[config.mk]
export PLATFORM = sky130hd
export DESIGN_NAME = delay_arb
export DESIGN_NICKNAME = d
export VERILOG_FILES = /design/src/rtl/delay_arb.sv
export SDC_FILE = /design/constraint.sdc
export NUM_CORES = 1
export LEC_CHECK = 0
export BUFFER_PORTS_ARGS = -buffer_cell sky130_fd_sc_hd__buf_4
export CAP_MARGIN = 20
export CORE_MARGIN = 1.5
export CORE_UTILIZATION = 40
export CTS_CLUSTER_SIZE = 25
export DETAILED_ROUTE_END_ITERATION = 6
export PLACE_DENSITY = 0.68
export SLEW_MARGIN = 0
export SYNTH_ARGS = -nofsm -noshare
export SYNTH_HDL_FRONTEND = slang
export SYNTH_SLANG_ARGS = --single-unit
[constraint.sdc]
create_clock -name clk -period 1.1 [get_ports clk]
set_input_delay 0.055 -clock clk [delete_from_list [all_inputs] [get_ports clk]]
set_output_delay 0.055 -clock clk [all_outputs]
set_load 0.005 [all_outputs]
[src/rtl/delay_arb.sv]
// delay_arb: two-requester arbiter feeding a shared fixed-latency delay line.
//
// Each cycle with en high, at most one requester is granted; its payload and
// id enter stage 0 and then shift one stage per enabled edge. The last stage
// drives the output. A cycle without a transfer pushes a zeroed bubble.
// en low freezes both the arbiter and the line.
//
// Configuration macro: DELAY_ARB_RR_EN
//   defined   -> round-robin on contention (the requester other than last_grant)
//   undefined -> fixed priority, req0 wins contention
//
// Parameters:
//   WIDTH  payload width
//   DEPTH  delay-line stages (1..8)
//
// Ports:
//   clk        clock, rising edge
//   reset      asynchronous active-low reset
//   en         global advance enable
//   reqN_valid requester N offers data        (N = 0, 1)
//   reqN_data  requester N payload
//   reqN_ready requester N granted this cycle (combinational)
//   out_valid  delayed item present at output
//   out_data   delayed payload, 0 when not valid
//   out_id     source requester of out_data, 0 when not valid
//   busy       any stage holds a valid item
module delay_arb #(
    parameter int unsigned WIDTH = 8,
    parameter int unsigned DEPTH = 2
) (
    input  logic             clk,
    input  logic             reset,
    input  logic             en,
    input  logic             req0_valid,
    input  logic [WIDTH-1:0] req0_data,
    output logic             req0_ready,
    input  logic             req1_valid,
    input  logic [WIDTH-1:0] req1_data,
    output logic             req1_ready,
    output logic             out_valid,
    output logic [WIDTH-1:0] out_data,
    output logic             out_id,
    output logic             busy
);

    if (DEPTH < 1 || DEPTH > 8) begin : g_bad_depth
        $error("delay_arb: DEPTH must be in 1..8");
    end

    typedef struct packed {
        logic             valid;
        logic             id;
        logic [WIDTH-1:0] data;
    } stage_t;

    stage_t line_q [DEPTH];
    stage_t stage_in;
    logic   gnt0;
    logic   gnt1;

`ifdef DELAY_ARB_RR_EN
    // Id of the most recent transfer; reset to 1 so the first contention goes to req0.
    logic   last_grant_q;
`endif

    // Grant decision; readys are held low during reset and while frozen.
    always_comb begin
        gnt0 = 1'b0;
        gnt1 = 1'b0;
        if (reset && en) begin
            if (req0_valid && req1_valid) begin
`ifdef DELAY_ARB_RR_EN
                gnt0 = last_grant_q;
                gnt1 = ~last_grant_q;
`else
                gnt0 = 1'b1;
`endif
            end else begin
                gnt0 = req0_valid;
                gnt1 = req1_valid;
            end
        end
    end

    assign req0_ready = gnt0;
    assign req1_ready = gnt1;

    // Item entering stage 0: the granted payload, or an all-zero bubble.
    always_comb begin
        stage_in       = '0;
        stage_in.valid = gnt0 | gnt1;
        stage_in.id    = gnt1;
        if (gnt1) begin
            stage_in.data = req1_data;
        end else if (gnt0) begin
            stage_in.data = req0_data;
        end
    end

    // Delay line shift register.
    always_ff @(posedge clk or negedge reset) begin
        if (!reset) begin
            for (int unsigned k = 0; k < DEPTH; k++) begin
                line_q[k] <= '0;
            end
        end else if (en) begin
            line_q[0] <= stage_in;
            for (int unsigned k = 1; k < DEPTH; k++) begin
                line_q[k] <= line_q[k-1];
            end
        end
    end

`ifdef DELAY_ARB_RR_EN
    // Arbiter history moves only on an actual transfer.
    always_ff @(posedge clk or negedge reset) begin
        if (!reset) begin
            last_grant_q <= 1'b1;
        end else if (gnt0 || gnt1) begin
            last_grant_q <= gnt1;
        end
    end
`endif

    // Busy derives from stored valid bits only.
    always_comb begin
        busy = 1'b0;
        for (int unsigned k = 0; k < DEPTH; k++) begin
            busy = busy | line_q[k].valid;
        end
    end

    // Bubbles are zeroed, so an invalid last stage already reads as data=0, id=0.
    assign out_valid = line_q[DEPTH-1].valid;
    assign out_id    = line_q[DEPTH-1].id;
    assign out_data  = line_q[DEPTH-1].data;

endmodule

# ---- After elaboration in Yosys (flattened, before gate mapping)
# Index checks and enable logic that the tools add are counted.
dict set report op_classes {
  reduce_logical 2
  bitwise 2
  mux 6
}
# cell count
set ops {}
lappend ops {{$mux 8} 2}
lappend ops {{$mux 1} 4}
lappend ops {{$logic_and 1x1->1} 2}
lappend ops {{$or 1x1->1} 2}
dict set report word_totals {
  regBits 20
  out_inout_bits 13
  wordCells 16
  inputBits 21
}

# ---- Logic depth before layout (Yosys ltp)
# Gate-level depths: netlist of run 1.
dict set report logic_depth {
  word_depth 5
  mapped_depth 4
  mapped_depth_nobuf 2
}

# ---- Worst setup path after synthesis of run 1
# OpenSTA, ideal clock, no wires.
dict set report synth_path {
  path_kind {input-to-reg}
  from {input en}
  to {register line_q[11] in the netlist's numbering}
  required_time_ns 0.974
  path_stages 3
  arrival_time_ns 0.713
  setup_slack_ns 0.261
  path_buffers 1
  setup_time_ns 0.126
  cell_sequence {and4b_1 > buf_6 > a221o_1}
}
dict set report synth_between {
  elab_cells_between_ends 5
  classes_between {mux (4); reduce/logical (1)}
}
# element line
set synth_rtl {}
lappend synth_rtl {{start, declared} 33} ;# input logic en,
lappend synth_rtl {{$logic_and 1x1->1} 70} ;# if (reset && en) begin
lappend synth_rtl {{$mux 1} 70}
lappend synth_rtl {{via req1_ready} 39} ;# output logic req1_ready,
lappend synth_rtl {{$mux 8} 93} ;# if (gnt1) begin
lappend synth_rtl {{end signal, assigned by index} 109} ;# line_q[k] <= line_q[k-1];
lappend synth_rtl {{end, declared} 56} ;# stage_t line_q [DEPTH];
# The timed path passes the listed nets, and every way through them passes these cells.
# A chain may end at the register's enable or synchronous reset.

# ---- Worst setup path in the final report of run 1
dict set report layout_path {
  from {register line_q (netlist bit out_valid)}
  to {output busy}
}
dict set report layout_between {
  elab_chain_len 1
}
# element line
set layout_rtl {}
lappend layout_rtl {{$or 1x1->1} 129} ;# busy = busy | line_q[k].valid;
lappend layout_rtl {{end, declared} 43} ;# output logic busy
# No other way between the ends.

==> flow_metrics.tcl, run 1 <==
set metrics [dict create \
    drive_gt1_frac 0.491 \
    n_fill_cell 157 \
    nets 132 \
    fin_tns_setup_ns -0.0156 \
    ys_ff_latch 20 \
    synth.area.top_cells "dfrtp_1 57%, mux2_2 13%, a221o_1 9.1%, buf_4 6.8%, nor2b_1 5.7%" \
    track_usage 0.175 \
    clockRootBuffer "clkbuf_4" \
    yosysSeqAreaShare 0.568 \
    post-route-cell-area_um2 1330 \
    yosysTopAreaCell "dfrtp_1" \
    swShare 0.209 \
    dp_hpwl_um 1230 \
    insertion_delay_ns 0.30 \
    p_int_mw 1.40 \
    synth_flop_cell "dfrtp_1" \
    h-tree-depth 1 \
    rr_startpoint "line_q[17]" \
    tritoncts "done" \
    finalSetupViolCount 1 \
    worst-slew-pin-transition_ns 0.401 \
    p_total_mw 1.77 \
    synth_edf_count 0 \
    cts.clk_slew.worst_paths_ns 0.11 \
    area_growth_pct 50.9 \
    syn_inst 64 \
    final.period_utilization 1.01 \
    cts_buffers 3 \
    r2r_cells 2 \
    synthTopCellsByCount "20 x dfrtp_1, 10 x mux2_2, 8 x a221o_1, 8 x buf_4, 8 x nor2b_1" \
    place_ws_ns 0.0640 \
    place_area_um2 1090 \
    grt_pass1_vias 753 \
    min_period_ns 1.12 \
    p_per_area_nw_per_um2 1330 \
    synth.most_common_cell "dfrtp_1" \
    vias 685 \
    start_util 0.436 \
    maxSlewViolCount 0 \
    gp_congestion 0.708 \
    hold_viol 0 \
    seqPwrFrac 0.473 \
    cts_num_sinks 20 \
    violations "setup timing" \
    vias_per_cell 5.00 \
    core-area_um2 2020 \
    synth_area_um2 881 \
    worstSetupPathType "reg2out" \
    antenna_found_initial 0 \
    crit_fanout 2 \
    syn_nets 85 \
    slew_headroom 0.732 \
    wl_um 1970 \
    crit_required_ns 1.04 \
    die_area_um2 2490 \
    min_path_type "in2reg" \
    p_switching_uw 371 \
    combPwrFrac 0.189 \
    die_y_um 49.9 \
    cap_viol_max_count 0 \
    io_buffers 33 \
    crit_arrival_ns 1.06 \
    status "complete, but fails checks" \
    avgSynthCellArea_um2 13.8 \
    ant_nets 0 \
    grt_pass1_wl_um 3190 \
    drt_iter0_drc 6 \
    min-delay-start "en" \
    pin_count 34 \
    rsz0062_at_grt "yes" \
    cts_max_path_buffers 2 \
    crit_start "out_valid" \
    yosysWarnings 0 \
    vdd_drop_max_mv 0.635 \
    diodes 0 \
    cp-start-kind "flop" \
    cp-end-kind "primary output" \
    min_path_cells 2 \
    rows 16 \
    synth_top_area_share 0.568 \
    power_frac_clock 0.337 \
    async_reset_ff_frac 1.00 \
    grt_max_degree 18 \
    drc_errors 0 \
    grt-ovfl-total 0 \
    yosysUniqueCellTypes 13 \
    fmax_mhz 896 \
    finalClockSkew_ns 0.00339 \
    setup_slack_ns -0.0156 \
    leakage_nw 0.681 \
    drtPass1Iterations 4 \
    die_w_um 49.9 \
    wire_per_inst_um 14.4 \
]
## power by group through the flow
stage | logic, mW | clock network, mW | registers, mW
after detailed placement | 0.272 | 0 | 0.853
after CTS | 0.338 | 0.613 | 0.838
after floorplan | 0.157 | 0 | 0.842
after global placement | 0.266 | 0 | 0.850
after global routing | 0.364 | 0.643 | 0.848
final | 0.336 | 0.597 | 0.839
## through the flow
step | hold slack (ns) | std cells | utilization
after detailed placement | -0.00832 | 115 | 0.540
after floorplan | -0.241 | 64 | -
after global routing | 0.00583 | 137 | 0.657
final | 0.0180 | 137 | 0.657
after global placement | -0.00934 | 115 | 0.540
after CTS | 0.00787 | 137 | 0.657
## path summary, 6_finish.rpt
check | to | slack [ns]
min in group asynchronous | line_q[14] | 0.27
max | busy | -0.02
min | out_data[0] | 0.02
min reg2reg | line_q[18] | 0.50
max in group asynchronous | out_data[7] | 0.63
max reg2reg | line_q[17] | 0.20
## registers in the layout, indices dropped and copies added, names as in the netlist
register and cells:
out_id 1, out_data 8, out_valid 1, line_q 10
## area by class of cell
class | instances | area [um2] | area share
tap | 27 | 33.8 | 0.0254
timing repair buffer | 54 | 452 | 0.340
inverter | 1 | 3.75 | 0.00282
clock buffer | 3 | 22.5 | 0.0169
clock inverter | 1 | 30.0 | 0.0226
sequential | 20 | 500 | 0.377
multi-input combinational | 31 | 287 | 0.216
## cell usage in the layout, fill, tap and decap left out
master         Yosys  final
buf_4              8     36
dfrtp_1           20     20
dlygate4sd3_1      0     17
mux2_2            10     10
nor2b_1            8      8
a221o_1            8      8
clkbuf_4           0      3
and4b_1            1      1
and3_2             1      1
or2_4              0      1
inv_1              1      1
a211o_1            1      1
a21o_2             1      1
bufinv_16          0      1
buf_6              2      1
## metal layers
metal | up-vias | share of wire | wire (um) | global-route usage
li1 | 318 | - | - | -
met1 | 331 | 0.41 | 809 | 0.188
met2 | 26 | 0.51 | 1000 | 0.309
met3 | 10 | 0.040 | 79 | 0.0212
met4 | 0 | 0.040 | 78 | 0.134
met5 | - | 0 | 0 | 0
## critical path, cell delays in order (launching register included)
cell	delay, ns
dfrtp_1	0.40
or2_4	0.25
buf_6	0.11
## what timing repair did
action / in CTS / in global routing
hold endpoints to repair: 28 / 0
resized for setup: 2 / 0
pin swaps: 0 / 0
hold buffers: 17 / 0
setup endpoints to repair: 1 / 1
gates cloned: 0 / 0
buffers inserted: 1 / 0
## cell families after synthesis
family	synth area share
buf+inv	0.109
flops	0.568
mux	0.128
compound gates	0.111
simple gates	0.0838
Power figures use the tool's default switching activity.
==> inputs of run 2 (changes only) <==
--- a/config.mk
+++ b/config.mk
@@ -5,13 +5,14 @@
 export SDC_FILE = /design/constraint.sdc
 export NUM_CORES = 1
 export LEC_CHECK = 0
+export ABC_AREA = 1
 export BUFFER_PORTS_ARGS = -buffer_cell sky130_fd_sc_hd__buf_4
 export CAP_MARGIN = 20
 export CORE_MARGIN = 1.5
-export CORE_UTILIZATION = 40
+export CORE_UTILIZATION = 47
 export CTS_CLUSTER_SIZE = 25
 export DETAILED_ROUTE_END_ITERATION = 6
-export PLACE_DENSITY = 0.68
+export PLACE_DENSITY = 0.77
 export SLEW_MARGIN = 0
 export SYNTH_ARGS = -nofsm -noshare
 export SYNTH_HDL_FRONTEND = slang
==> run 2 against run 1 <==
- the flow still finishes with violations (setup timing)
- design area decreased by 3.9%
- wire length is 6.2% lower
- flip-flop and latch count is the same
- sequential power down 0.6%
- critical path depth unchanged
- via count grew 16%
- non-clock buffer count decreased by 8
- worst setup slack improved by 0.013 ns
- power shrank 18%
- first-iteration DRC count rose to 3.8 times the previous value
- sequential share of layout area grew 1.5 points
- die area fell by 10%
- highest routed layer unchanged
==> flow_metrics.tcl, run 2 <==
set metrics [dict create \
    yosysWarnings 0 \
    ys_ff_latch 20 \
    antenna_found_initial 0 \
    io_buffers 33 \
    min_path_type "in2reg" \
    min_period_ns 1.10 \
    crit_fanout 3 \
    maxSlewViolCount 0 \
    synth_flop_cell "dfrtp_1" \
    synthTopCellsByCount "50 x nand2_1, 20 x dfrtp_1, 16 x nand3_1" \
    largest_register_ffs 10 \
    yosysSeqAreaShare 0.544 \
    max_stage_delay_ns 0.40 \
    wire_per_inst_um 10.9 \
    cp-end-kind "primary output" \
    worst-slew-pin-transition_ns 0.530 \
    final_util 0.716 \
    die_area_um2 2230 \
    pin_count 34 \
    yosys.area_share.simple 0.352 \
    vias 796 \
    p_per_area_nw_per_um2 1140 \
    vdd_drop_max_mv 0.544 \
    nets 168 \
    leakage_nw 0.718 \
    insertion_delay_ns 0.28 \
    crit_slowest_cell "dfrtp_1" \
    drt_iter0_drc 23 \
    cts_num_sinks 20 \
    status "complete, but fails checks" \
    worstPathCellList "or2_4 -> buf_6" \
    finalClockSkew_ns 0.00115 \
    syn_nets 128 \
    synth_xor_area_frac 0 \
    dp_hpwl_um 1320 \
    wl_um 1850 \
    slew_headroom 0.646 \
    setup_slack_ns -0.00241 \
    place_ws_ns 0.149 \
    synth-compound-area-share 0 \
    h-tree-depth 1 \
    async_reset_ff_frac 1.00 \
    cap_viol_max_count 0 \
    grt_max_degree 21 \
    drc_errors 0 \
    die_w_um 47.2 \
    drive_gt1_frac 0.303 \
    finalSetupViolCount 1 \
    violations "setup timing" \
    yosysTopAreaCell "dfrtp_1" \
    critPathTopFamily "flip-flops" \
    fmax_mhz 907 \
    hold_viol 0 \
    area_growth_pct 38.9 \
    synth_top_area_share 0.544 \
    tritoncts "done" \
    p_total_mw 1.46 \
    synth_area_um2 920 \
    yosysUniqueCellTypes 13 \
    cts_buffers 3 \
    crit_required_ns 1.04 \
    clockRootBuffer "clkbuf_4" \
    avgSynthCellArea_um2 8.59 \
    drtPass1Iterations 4 \
    cts.clk_slew.worst_paths_ns 0.10 \
    grt_pass1_wl_um 2920 \
    rows 15 \
    cp_num_buf_inv 1 \
    worstSetupPathType "reg2out" \
    n_fill_cell 144 \
    vias_per_cell 4.68 \
    layout_commonest_cell "nand2_1" \
    yosys-mux-area-fraction 0 \
    track_usage 0.190 \
    dp.cells 155 \
    final.period_utilization 1.00 \
    syn_inst 107 \
    cts_max_path_buffers 2 \
    synth.most_common_cell "nand2_1" \
    core-area_um2 1780 \
    synth_edf_count 0 \
    fin_cells 170 \
    die_y_um 47.2 \
    cp-start-kind "flop" \
    grt-ovfl-total 0 \
    rsz0062_at_grt "yes" \
    crit_arrival_ns 1.05 \
    synthAdderAreaFrac 0 \
    top_register "line_q" \
    ant_nets 0 \
    layout_common_cells "50 x nand2_1, 34 x buf_4, 20 x dfrtp_1, 16 x nand3_1, 11 x dlygate4sd3_1" \
    synth_top_family_by_area "simple AND/OR/NAND/NOR gates" \
    diodes 0 \
    gp_congestion 0.755 \
    grt_pass1_vias 706 \
    synth.area.top_cells "dfrtp_1 54%, nand2_1 20%, nand3_1 8.7%, buf_4 6.5%, nor2_8 2.2%" \
    start_util 0.516 \
]
run 2: cell types whose count changed after synthesis, moves of 2 or more:
cell     delta
nand2_1    +50
nand3_1    +16
nor2b_1     -8
mux2_2     -10
inv_1       +2
buf_6       -2
a221o_1     -8
run 2: worst register-to-register path: stages (launching register included):
cell     delay [ns]
dfrtp_1        0.40
buf_4          0.14
nand2_1        0.06
nand2_1        0.06
run 2: stage by stage:
step | setup TNS [ns] | hold WS [ns] | instance area [um2]
after floorplan | 0 | -0.241 | 920
after CTS | -0.0104 | 0.00431 | 1270
after global routing | -0.0445 | 0.0152 | 1280
after detailed placement | 0 | 0.0541 | 1130
final | -0.00241 | 0.00968 | 1280
after global placement | 0 | 0.0525 | 1130
run 2: path summary, 6_finish.rpt:
kind / startpoint / endpoint / slack [ns] / depth (start not counted)
worst max-delay path: line_q[19] / busy / -0.002 / 2
worst min-delay path: req1_data[4] / line_q[14] / 0.01 / 3
worst max register to register: out_valid / out_valid / 0.36 / 3
worst min register to register: out_data[3] / out_data[3] / 0.48 / 2
max in group asynchronous: reset / out_data[7] / 0.60 / 3
min in group asynchronous: reset / line_q[19] / 0.31 / 3
run 2: cell type report:
cell class,instances,area (um2),area share
Sequential cell,20,500,0.392
Tap cell,25,31.3,0.0245
Multi-Input combinational cell,71,327,0.256
Clock buffer,3,22.5,0.0176
Inverter,5,20.0,0.0157
Timing Repair Buffer,46,377,0.295
run 2: layer usage:
| metal | part of all wire | global-route usage | wire length, um | vias to the layer above |
|---|---|---|---|---|
| met5 | 0 | 0 | 0 | - |
| met1 | 0.43 | 0.244 | 801 | 360 |
| li1 | - | - | - | 403 |
| met4 | 0.015 | 0.106 | 27 | 0 |
| met2 | 0.51 | 0.308 | 934 | 31 |
| met3 | 0.045 | 0.0231 | 84 | 2 |
run 2: kinds of logic after synthesis:
group | Yosys count
flops | 20
simple gates | 71
buf+inv | 16
run 2: power by group:
group          switching (mW)  leakage (nW)  internal (mW)
combinational           0.125         0.439          0.176
sequential             0.0359         0.265          0.798
clock                   0.195        0.0138          0.127
run 2: timing repair:
action / 4_1_cts / 5_1_grt
hold buffers: 10 / 1
pin swaps: 1 / 0
endpoints found under the setup margin: 1 / 1
resized for setup: 2 / 0
hold endpoints to repair: 28 / 1
setup buffers: 1 / 0
==> inputs of run 3 (changes only) <==
--- a/config.mk
+++ b/config.mk
@@ -12,7 +12,7 @@
 export CORE_UTILIZATION = 47
 export CTS_CLUSTER_SIZE = 25
 export DETAILED_ROUTE_END_ITERATION = 6
-export PLACE_DENSITY = 0.77
+export PLACE_DENSITY = 0.8
 export SLEW_MARGIN = 0
 export SYNTH_ARGS = -nofsm -noshare
 export SYNTH_HDL_FRONTEND = slang
==> run 3 against run 2 <==
- the run still ends with setup timing left
- flip-flop and latch count unchanged
- largest cell class unchanged
- non-clock buffer count up 7
- clock-buffer cell count unchanged
- largest power group unchanged
- register-to-register slack worse by 0.19 ns
- die area unchanged
- critical endpoint unchanged
- clock power up 87%
- worst setup slack worse by 0.041 ns
- cell count up 4.7%
- combinational power up 11%
- global-route usage up 4.1 points
- first-iteration DRC count down 30%
- via count up 6.2%
==> flow_metrics.tcl, run 3 (synthesis results as in run 2) <==
set metrics [dict create \
    rsz0062_at_grt "yes" \
    grt_pass1_wl_um 3500 \
    cts_num_sinks 20 \
    drt_iter0_drc 16 \
    maxSlewViolCount 0 \
    p_per_area_nw_per_um2 1290 \
    finalClockSkew_ns 0.00506 \
    status "complete, but fails checks" \
    dp_hpwl_um 1380 \
    drive_gt1_frac 0.307 \
    insertion_delay_ns 0.30 \
    place_area_um2 1130 \
    start_util 0.516 \
    fmax_mhz 874 \
    grt_max_degree 21 \
    leakage_nw 0.764 \
    cts_max_path_buffers 2 \
    min_path_type "in2reg" \
    vias 845 \
    min-delay-start "req1_data[7]" \
    min_period_ns 1.14 \
    holdPathEnd "line_q[17]" \
    drtPass1Iterations 4 \
    cts.clk_slew.worst_paths_ns 0.12 \
    crit_arrival_ns 1.09 \
    grt_pass1_vias 829 \
    layout_commonest_cell "nand2_1" \
    track_usage 0.231 \
    cp-start-kind "flop" \
    top_register "line_q" \
    cp_num_buf_inv 1 \
    area_growth_pct 49.3 \
    crit_fanout 2 \
    worstSetupPathType "reg2out" \
    max_stage_delay_ns 0.42 \
    critPathTopFamily "flip-flops" \
    die_y_um 47.2 \
    layout_common_cells "50 x nand2_1, 36 x buf_4, 20 x dfrtp_1, 16 x nand3_1, 16 x dlygate4sd3_1" \
    r2r_cells 4 \
    finalSetupViolCount 1 \
    slew_headroom 0.637 \
    ant_nets 0 \
    worstPathCellList "or2_4 -> buf_6" \
    drc_errors 0 \
    rr_startpoint "line_q[19]" \
    io_buffers 33 \
    nets 175 \
    cap_viol_max_count 0 \
    worst-slew-pin-transition_ns 0.543 \
    vias_per_cell 4.75 \
    r2r-end "line_q[19]" \
    largest_register_ffs 10 \
    gp_congestion 0.771 \
    min_path_cells 3 \
    wire_per_inst_um 12.6 \
    die_area_um2 2230 \
    antenna_found_initial 0 \
    hold_viol 0 \
    grt-ovfl-total 0 \
    diodes 0 \
    die_w_um 47.2 \
    reg2reg_slack_ns 0.17 \
    rows 15 \
    cp-end-kind "primary output" \
    post-route-cell-area_um2 1370 \
    setup_slack_ns -0.0438 \
    crit_required_ns 1.04 \
    cts_buffers 3 \
    wl_um 2240 \
    crit_slowest_cell "dfrtp_1" \
    clockRootBuffer "clkbuf_4" \
    tritoncts "done" \
    vdd_drop_max_mv 0.630 \
    pin_count 34 \
    core-area_um2 1780 \
    violations "setup timing" \
    whs_ns 0.0297 \
    final.period_utilization 1.04 \
    h-tree-depth 1 \
]
[run 3: cell types whose count changed in the layout (fill, tap and decap cells not counted), sizes merged]
cell         before  now
bufinv            0    1
dlygate4sd3      11   16
buf              35   37
[run 3: worst max-delay path by stage]
stage | from | end | slack (ns) | cells after the start
2_1_floorplan | out_valid | busy | 0.37 | 1
3_3_place_gp | en | line_q[17] | 0.19 | 4
3_5_place_dp | en | line_q[14] | 0.17 | 4
4_1_cts | line_q[19] | busy | -0.01 | 2
5_1_grt | line_q[19] | busy | -0.08 | 2
6_report | line_q[19] | busy | -0.04 | 2
[run 3: worst register-to-register path, delay by kind of cell (launching register included)]
kind,cells,cell delay [ns]
flip-flops,1,0.42
buffers and inverters,2,0.27
AND/OR/NAND/NOR,2,0.13
[run 3: layout make-up]
class / count / area, um2
flip-flops and latches: 20 / 500
repair buffers: 53 / 442
fillers: 130 / 410
multi-input cells: 71 / 327
well taps: 25 / 31.3
clock inverters: 1 / 30.0
clock buffers: 3 / 22.5
inverters: 5 / 20.0
[run 3: through the flow]
stage / worst slack, ns / power (mW) / setup TNS [ns] / std cells / util
2_1_floorplan: 0.369 / 0.984 / 0 / 107 / -
3_3_place_gp: 0.189 / 1.10 / 0 / 155 / 0.634
3_5_place_dp: 0.175 / 1.11 / 0 / 155 / 0.634
4_1_cts: -0.0134 / 1.76 / -0.0134 / 177 / 0.766
5_1_grt: -0.0805 / 1.85 / -0.0805 / 178 / 0.770
6_report: -0.0438 / 1.77 / -0.0438 / 178 / 0.770
[run 3: timing repair]
action / in CTS / in global routing
endpoints found under the hold margin: 28 / 0
setup endpoints to repair: 1 / 1
pin swaps: 1 / 0
gates resized for setup: 2 / 0
cloned: 0 / 0
hold buffers: 16 / 0
buffers inserted: 2 / 1
[run 3: report_power, final]
group          switching [mW]  total (mW)  internal [mW]
Clock                   0.234       0.603          0.368
Sequential             0.0369       0.835          0.798
Combinational           0.138       0.335          0.197
[run 3: per-layer routing]
metal  track usage  up-vias  share of wire
li1              -      417              -
met1         0.278      391           0.41
met2         0.378       28           0.52
met3        0.0538        9          0.040
met4         0.128        0          0.026
met5             0        -              0
